**src/rtl/game_control.sv**
```systemverilog
// Game flow controller: menu -> play -> death/win -> over, with a lives count,
// timed death/win screens and a respawn pulse on every entry into play.
module game_control #(
  parameter int LIVES        = 3,
  parameter int DEATH_CYCLES = 65_000_000,
  parameter int WIN_CYCLES   = 130_000_000,
  parameter int WIN_YPOS     = 96
) (
  input  logic        clk,
  input  logic        rst,
  input  logic        key_start,
  input  logic        hit,
  input  logic [11:0] ypos,
  output logic        start_game,
  output logic        respawn,
  output logic [1:0]  lives,
  output logic [2:0]  screen_sel
);

  // State encoding; the values match the screen numbers shown for each state.
  localparam logic [2:0] ST_MENU  = 3'd0;
  localparam logic [2:0] ST_PLAY  = 3'd1;
  localparam logic [2:0] ST_DEATH = 3'd2;
  localparam logic [2:0] ST_WIN   = 3'd3;
  localparam logic [2:0] ST_OVER  = 3'd4;

  // The counter only has to reach the larger of the two timed-state lengths.
  localparam int MAX_CYC = (DEATH_CYCLES > WIN_CYCLES) ? DEATH_CYCLES : WIN_CYCLES;
  localparam int CNT_W   = (MAX_CYC > 2) ? $clog2(MAX_CYC) : 1;

  localparam logic [CNT_W-1:0] DEATH_LAST = CNT_W'(DEATH_CYCLES - 1);
  localparam logic [CNT_W-1:0] WIN_LAST   = CNT_W'(WIN_CYCLES - 1);
  localparam logic [CNT_W-1:0] CNT_ZERO   = CNT_W'(0);
  localparam logic [CNT_W-1:0] CNT_ONE    = CNT_W'(1);
  localparam logic [1:0]       LIVES_INIT = 2'(LIVES);
  localparam logic [11:0]      GOAL_YPOS  = 12'(WIN_YPOS);

  // Screen selection for a given state; unknown encodings show the menu.
  function automatic logic [2:0] screen_of(input logic [2:0] st);
    logic [2:0] scr;
    case (st)
      ST_MENU:  scr = 3'd0;
      ST_PLAY:  scr = 3'd1;
      ST_DEATH: scr = 3'd2;
      ST_WIN:   scr = 3'd3;
      ST_OVER:  scr = 3'd4;
      default:  scr = 3'd0;
    endcase
    return scr;
  endfunction

  logic [1:0]       r_rst_sync;
  logic             r_key_q;
  logic [2:0]       r_state;
  logic [CNT_W-1:0] r_cnt;
  logic [1:0]       r_lives;
  logic             r_respawn;
  logic             r_start_game;
  logic [2:0]       r_screen_sel;

  logic             w_active;
  logic             w_start_edge;
  logic [2:0]       w_state_nxt;
  logic [CNT_W-1:0] w_cnt_nxt;
  logic [1:0]       w_lives_nxt;
  logic             w_respawn_nxt;

  assign w_active     = r_rst_sync[1];
  assign w_start_edge = key_start & ~r_key_q;

  assign start_game = r_start_game;
  assign respawn    = r_respawn;
  assign lives      = r_lives;
  assign screen_sel = r_screen_sel;

  // Reset synchroniser: assert immediately, release after two clock edges.
  always_ff @(posedge clk or negedge rst) begin
    if (!rst) begin
      r_rst_sync <= 2'b00;
    end else begin
      r_rst_sync <= {r_rst_sync[0], 1'b1};
    end
  end

  // Next-state, counter, lives and respawn decisions for the game flow.
  always_comb begin
    w_state_nxt   = r_state;
    w_cnt_nxt     = r_cnt;
    w_lives_nxt   = r_lives;
    w_respawn_nxt = 1'b0;
    case (r_state)
      ST_MENU: begin
        if (w_start_edge) begin
          w_state_nxt   = ST_PLAY;
          w_lives_nxt   = LIVES_INIT;
          w_respawn_nxt = 1'b1;
        end else begin
          w_state_nxt = ST_MENU;
        end
      end
      ST_PLAY: begin
        // A collision wins over reaching the goal in the same cycle.
        if (hit) begin
          w_state_nxt = ST_DEATH;
          w_lives_nxt = (r_lives == 2'd0) ? 2'd0 : (r_lives - 2'd1);
        end else if (ypos <= GOAL_YPOS) begin
          w_state_nxt = ST_WIN;
        end else begin
          w_state_nxt = ST_PLAY;
        end
      end
      ST_DEATH: begin
        if (r_cnt == DEATH_LAST) begin
          if (r_lives != 2'd0) begin
            w_state_nxt   = ST_PLAY;
            w_respawn_nxt = 1'b1;
          end else begin
            w_state_nxt = ST_OVER;
          end
        end else begin
          w_cnt_nxt = r_cnt + CNT_ONE;
        end
      end
      ST_WIN: begin
        if (r_cnt == WIN_LAST) begin
          w_state_nxt = ST_MENU;
        end else begin
          w_cnt_nxt = r_cnt + CNT_ONE;
        end
      end
      ST_OVER: begin
        if (w_start_edge) begin
          w_state_nxt = ST_MENU;
        end else begin
          w_state_nxt = ST_OVER;
        end
      end
      default: begin
        w_state_nxt = ST_MENU;
        w_lives_nxt = 2'd0;
      end
    endcase
    // Every state change restarts the timer for the state being entered.
    if (w_state_nxt != r_state) begin
      w_cnt_nxt = CNT_ZERO;
    end else begin
      w_cnt_nxt = w_cnt_nxt;
    end
  end

  // State and output registers; held at reset values until the synchroniser releases.
  always_ff @(posedge clk or negedge rst) begin
    if (!rst) begin
      r_key_q      <= 1'b0;
      r_state      <= ST_MENU;
      r_cnt        <= CNT_ZERO;
      r_lives      <= 2'd0;
      r_respawn    <= 1'b0;
      r_start_game <= 1'b0;
      r_screen_sel <= 3'd0;
    end else if (!w_active) begin
      // Track the key during release so a key already held does not count as a press.
      r_key_q      <= key_start;
      r_state      <= ST_MENU;
      r_cnt        <= CNT_ZERO;
      r_lives      <= 2'd0;
      r_respawn    <= 1'b0;
      r_start_game <= 1'b0;
      r_screen_sel <= 3'd0;
    end else begin
      r_key_q      <= key_start;
      r_state      <= w_state_nxt;
      r_cnt        <= w_cnt_nxt;
      r_lives      <= w_lives_nxt;
      r_respawn    <= w_respawn_nxt;
      r_start_game <= (w_state_nxt == ST_PLAY);
      r_screen_sel <= screen_of(w_state_nxt);
    end
  end

endmodule

```
**config.mk**
```make
export PLATFORM = sky130hd
export DESIGN_NAME = game_control
export DESIGN_NICKNAME = d
export VERILOG_FILES = /design/src/rtl/game_control.sv
export SDC_FILE = /design/constraint.sdc
export NUM_CORES = 1
export LEC_CHECK = 0
export CAP_MARGIN = 10
export CELL_PAD_IN_SITES_DETAIL_PLACEMENT = 1
export CELL_PAD_IN_SITES_GLOBAL_PLACEMENT = 1
export CORE_MARGIN = 4
export CORE_UTILIZATION = 35
export DETAILED_ROUTE_END_ITERATION = 6
export PLACE_DENSITY_LB_ADDON = 0.05
export SLEW_MARGIN = 40
export SYNTH_ARGS = -nofsm -noshare
export SYNTH_HDL_FRONTEND = slang
export SYNTH_SLANG_ARGS = --single-unit
export TNS_END_PERCENT = 1
```
**constraint.sdc**
```tcl
create_clock -name clk -period 2.6 [get_ports clk]
set_clock_uncertainty 0.15 [all_clocks]
set_input_delay 0.26 -clock clk [delete_from_list [all_inputs] [get_ports clk]]
set_output_delay 0.26 -clock clk [all_outputs]
set_load 0.02 [all_outputs]
```
# Yosys cells after proc, flatten, opt, wreduce, memory -nomap -nowiden
# Index checks and enable logic that the tools add are counted.
classes:
  add_sub_neg: 2
  mux: 27
  n_reduce_logical: 6
  eq_ne: 17
  bitwise: 2
  magnitude_cmp: 1
op_table:
  columns: ["operator", "n"]
  rows:
  - ["$mux 27", 4]
  - ["$pmux 27 s2", 1]
  - ["$add 27x1->27 const B", 1]
  - ["$eq 27x26->1 const B", 1]
  - ["$eq 27x27->1 const B", 1]
  - ["$mux 3", 6]
  - ["$pmux 3 s5", 1]
  - ["$eq 3x2->1 const B", 4]
  - ["$le 12x7->1 const B", 1]
  - ["$mux 2", 6]
  - ["$pmux 3 s4", 1]
  - ["$ne 4x4->1 const B", 2]
  - ["$eq 3x1->1 const B", 2]
  - ["$eq 3x3->1 const B", 2]
  - ["$mux 1", 6]
  - ["$ne 3x3->1 const B", 2]
  - ["$pmux 2 s3", 1]
  - ["$reduce_and 3->1", 2]
  - ["$ne 4x1->1 const B", 1]
  - ["$logic_not 3->1", 1]
  - ["$ne 3x3->1", 1]
  - ["$reduce_or 3->1", 1]
  - ["$logic_not 2->1", 1]
  - ["$ne 2x2->1 const B", 1]
  - ["5 further kinds", 5]
totals:
  wordCells: 63
  out_inout_bits: 7
  reg_bits: 40

# Longest topological paths before layout
depth:
  ltp_word: 7
  depth_mapped: 9

# Worst setup path after synthesis
# No wires, ideal clock.
synth_timing:
  kind: "register to register"
  startpoint: "reg r_cnt[0]"
  endpoint: "reg r_cnt[3]"
  n_path_buf: 2
  slack_ps: 219
  path_stages_with_launch: 10
  period_less_slack_ps: 2381
  setup_time_ps: 71
  t_arrival_ps: 2159
  path_cell_list: "dfrtp_1 ha_1 nand3_1 nor4_4 a2111oi_4 nor2_4 a221o_1 buf_4 buf_6 nor2_1"
synth_via:
  elab_chain_cells: 6
  word_cells_on_any_way: 16
synth_rtl:
  columns: ["item", "line_no", "source"]
  rows:
  - ["start: declaration", "55", "logic [CNT_W-1:0] r_cnt;"]
  - ["start signal: assignment", "173", "r_cnt <= w_cnt_nxt;"]
  - ["parallel branches: the longest is 6 deep, another holds $add 27x1->27", null, null]
# Several ways; the timed one is not identified. The select of a mux whose other input is x is not followed.
# A chain may end at the register's enable or synchronous reset.

# Worst setup path after layout
layout_timing:
  startpoint: "reg r_cnt[10]"
  endpoint: "reg r_cnt[17]"
# The elaborated chain is that of the path after synthesis.

==> reports/results.tsv <==
stage	metric	value	unit
global_routing	antenna_found_initial	0	
job	maxCapViolations	0	
power_and_ir_drop	peakVddDrop	0.2512	mV
clocking	numCtsBuffers	5	
drt	ant_nets	0	
synthesis	synthTopCellsByCount	dfrtp_1, nor2_1, nand2_1, xnor2_1, xor2_1	
floorplan	dieArea	0.007405	sq mm
clocking	clk_path_buf_depth	2	
timing	rsz0062_at_grt	false	
worst_hold_path	hold_path_class	register to register	
place	port_buffers	22	
final_layout	fin_area	0.002590	sq mm
synthesis	yosysSeqAreaShare	0.4695	
worst_setup_path	crit_type	register to register	
synthesis	netlist.area_leader.share	0.4695	
clocking	clk_latency	290	ps
synthesis	synth_cell_types	42	
worst_setup_path	r2r-start	r_cnt[10]$_DFFE_PN0P_	
floorplan	num_rows	28	
worst_setup_path	crit_path_end	r_cnt[17]$_DFFE_PN0P_	
power_and_ir_drop	power.density	447.6	mW/mm^2
synthesis	syn_nets	237	
clocking	cts_tree	done	
timing	fin_crit	2403	ps
clocking	htree_num_levels	2	
run_status	status	finished clean	
timing	hold_viol	0	
timing	slew_headroom	0.6561	
synthesis	ys.flop_type	dfrtp_1	
timing	tightestPinTransition	515.9	ps
floorplan	core	0.005921	sq mm
drt	wl_per_cell	16.59	um
timing	finalSetupTns	0	ps
timing	setup_violations	0	
drt	vias	1757	
worst_setup_path	r2r_cells	7	
clocking	clockRootBuffer	clkbuf_8	
power_and_ir_drop	p_leak	1.017	nW
clocking	clock-sinks	40	
worst_setup_path	cp_cell_sequence	or4b_4 -> nor4_4 -> a21oi_1 -> o21bai_1 -> a221o_1 -> buf_4 -> nor2_1	
final_layout	fillCellCount	677	
synthesis	synth_top_area_cell	dfrtp_1	
timing	final.period_utilization	0.9244	
global_routing	grt_pass1_vias	1909	
synthesis	synth-seq-cells	40	
synthesis	synth.most_common_cell	dfrtp_1	
drt	drt-total-wl	5474	um
place	hpwlAfterDp	4191	um
clocking	path_clk_slew	80	ps
worst_setup_path	cp-startpoint	r_cnt[10]$_DFFE_PN0P_	
worst_setup_path	r2r_end	r_cnt[17]$_DFFE_PN0P_	
worst_setup_path	critPathCaptureType	register	
global_routing	overflow	0	
timing	fmax	0.4161	GHz
drt	drtIter0Drc	89	
drt	drtPass1Iterations	4	
drt	post-route-drc-count	0	
place	placed_cell_area	0.002481	sq mm
floorplan	die_x	86.05	um
synthesis	ys_async_sr_fraction	1.000	
global_routing	grt_pass1_wl	9446	um
floorplan	start_util	0.3601	
place	place_congestion	0.8744	
worst_setup_path	worstPathMaxFanout	19	
global_routing	grt_start_max_net_pins	41	
worst_setup_path	start_kind	register	
final_layout	layout.nets	272	
floorplan	ios	23	
worst_setup_path	arrival	2420	ps
synthesis	synthTopCellsByArea	dfrtp_1, nor2_1, xnor2_1, xor2_1, nand2_1	
worst_setup_path	crit_slowest_cell	or4b_4	
floorplan	die_h	86.05	um
worst_setup_path	r2r_setup_slack	200	ps
global_routing	grt.total_usage	0.1620	
final_layout	areaGrowthSynthToFinish	21.48	%
synthesis	syn_area	0.002132	sq mm
drt	viasPerCell	5.324	
worst_setup_path	slowest_delay	560	ps
final_layout	antennaDiodeCount	0	
worst_setup_path	worstPathRequired	2620	ps
synthesis	synth-edff-count	0	
timing	drv_slew	0	
synthesis	postSynthAreaPerCell	9.691	sq um
synthesis	syn_inst	220	
synthesis	synth_warnings	0	
final_layout	drive_above_1_share	0.1020	
[power by group]
part	internal (mW)	switching, mW
clock	0.182	0.213
sequential	0.632	0.0131
combinational	0.0557	0.0638
[how the worst min path moves through the flow]
stage,start,end,slack [ps],depth (start not counted)
5_1_grt,r_rst_sync[0]$_DFF_PN0_,r_rst_sync[1]$_DFF_PN0_,230,0
6_report,r_rst_sync[0]$_DFF_PN0_,r_rst_sync[1]$_DFF_PN0_,230,0
3_3_place_gp,r_rst_sync[0]$_DFF_PN0_,r_rst_sync[1]$_DFF_PN0_,190,0
2_1_floorplan,rst,lives[0]$_DFFE_PN0P_,-190,0
4_1_cts,r_rst_sync[0]$_DFF_PN0_,r_rst_sync[1]$_DFF_PN0_,230,0
3_5_place_dp,rst,r_cnt[19]$_DFFE_PN0P_,130,1
[sequential cells by signal, indices dropped and copies added, names as in the netlist]
| signal | flops |
|---|---|
| r_state | 3 |
| r_cnt | 27 |
| r_rst_sync | 2 |
| screen_sel | 3 |
| respawn | 1 |
| r_key_q | 1 |
| lives | 2 |
| start_game | 1 |
[cell families (layout without fill, tap and decap cells)]
kind of cell / count (synthesis) / count (layout) / share of synthesized area
adder cells (fa/ha/maj): 1 / 1 / 0.005868
buffers and inverters: 13 / 48 / 0.03169
other: 1 / 1 / 0.001759
XOR/XNOR: 26 / 26 / 0.1068
AO/OA/AOI/OAI: 28 / 28 / 0.09801
flip-flops: 40 / 40 / 0.4695
AND/OR/NAND/NOR: 111 / 111 / 0.2864
[timing repair]
action,in CTS,in global routing
endpoints found under the setup margin,0,27
setup buffers,0,1
gates resized for setup,0,2
endpoints found under the hold margin,40,0
hold buffers,1,0
[final cells by class]
type | count | area (sq um) | share of cell area
Sequential cell | 40 | 1001 | 0.3865
Inverter | 6 | 22.52 | 0.008696
Clock buffer | 5 | 68.82 | 0.02657
Clock inverter | 2 | 12.51 | 0.004831
Multi-Input combinational cell | 167 | 1074 | 0.4145
Tap cell | 75 | 93.84 | 0.03623
Timing Repair Buffer | 35 | 317.8 | 0.1227
[cell usage in the layout (no fill, tap or decap), drive strengths merged, types with 3 or more instances in the layout]
cell / count
xor2: 12
nor2: 37
nor4: 9
nand3: 8
clkdlybuf4s50: 21
nand3b: 3
nor3: 7
a21oi: 4
clkbuf: 5
inv: 6
nor2b: 3
dfrtp: 40
and3: 3
nand4: 8
o21ai: 9
buf: 13
o2111ai: 3
xnor2: 14
nand2: 14
and2: 6
[through the flow]
stage	hold WS, ps	instances	utilization	power, mW	setup WS (ps)
after floorplan	-185.6	220	-	0.7151	219.5
after global placement	190.7	321	0.4186	0.7724	168.2
after detailed placement	125.2	321	0.4191	0.7774	40.86
after CTS	229.8	329	0.4345	1.176	10.77
after global routing	235.0	330	0.4374	1.213	13.05
final	226.2	330	0.4374	1.159	196.7
[critical path: cells and delay by family, from the launching register on]
kind / cells / cell delay (ps)
buf+inv: 1 / 250
compound gates: 3 / 500
simple gates: 3 / 930
flops: 1 / 450
[layer usage]
metal | vias to the layer above | GRT usage | wire, um
met1 | 874 | 0.1989 | 2395
met4 | 0 | 0.03885 | 77
met2 | 34 | 0.2929 | 2853
met3 | 7 | 0.02786 | 147
li1 | 842 | - | -
met5 | - | 0 | 0
No activity file was read; power rests on OpenSTA's default activity.
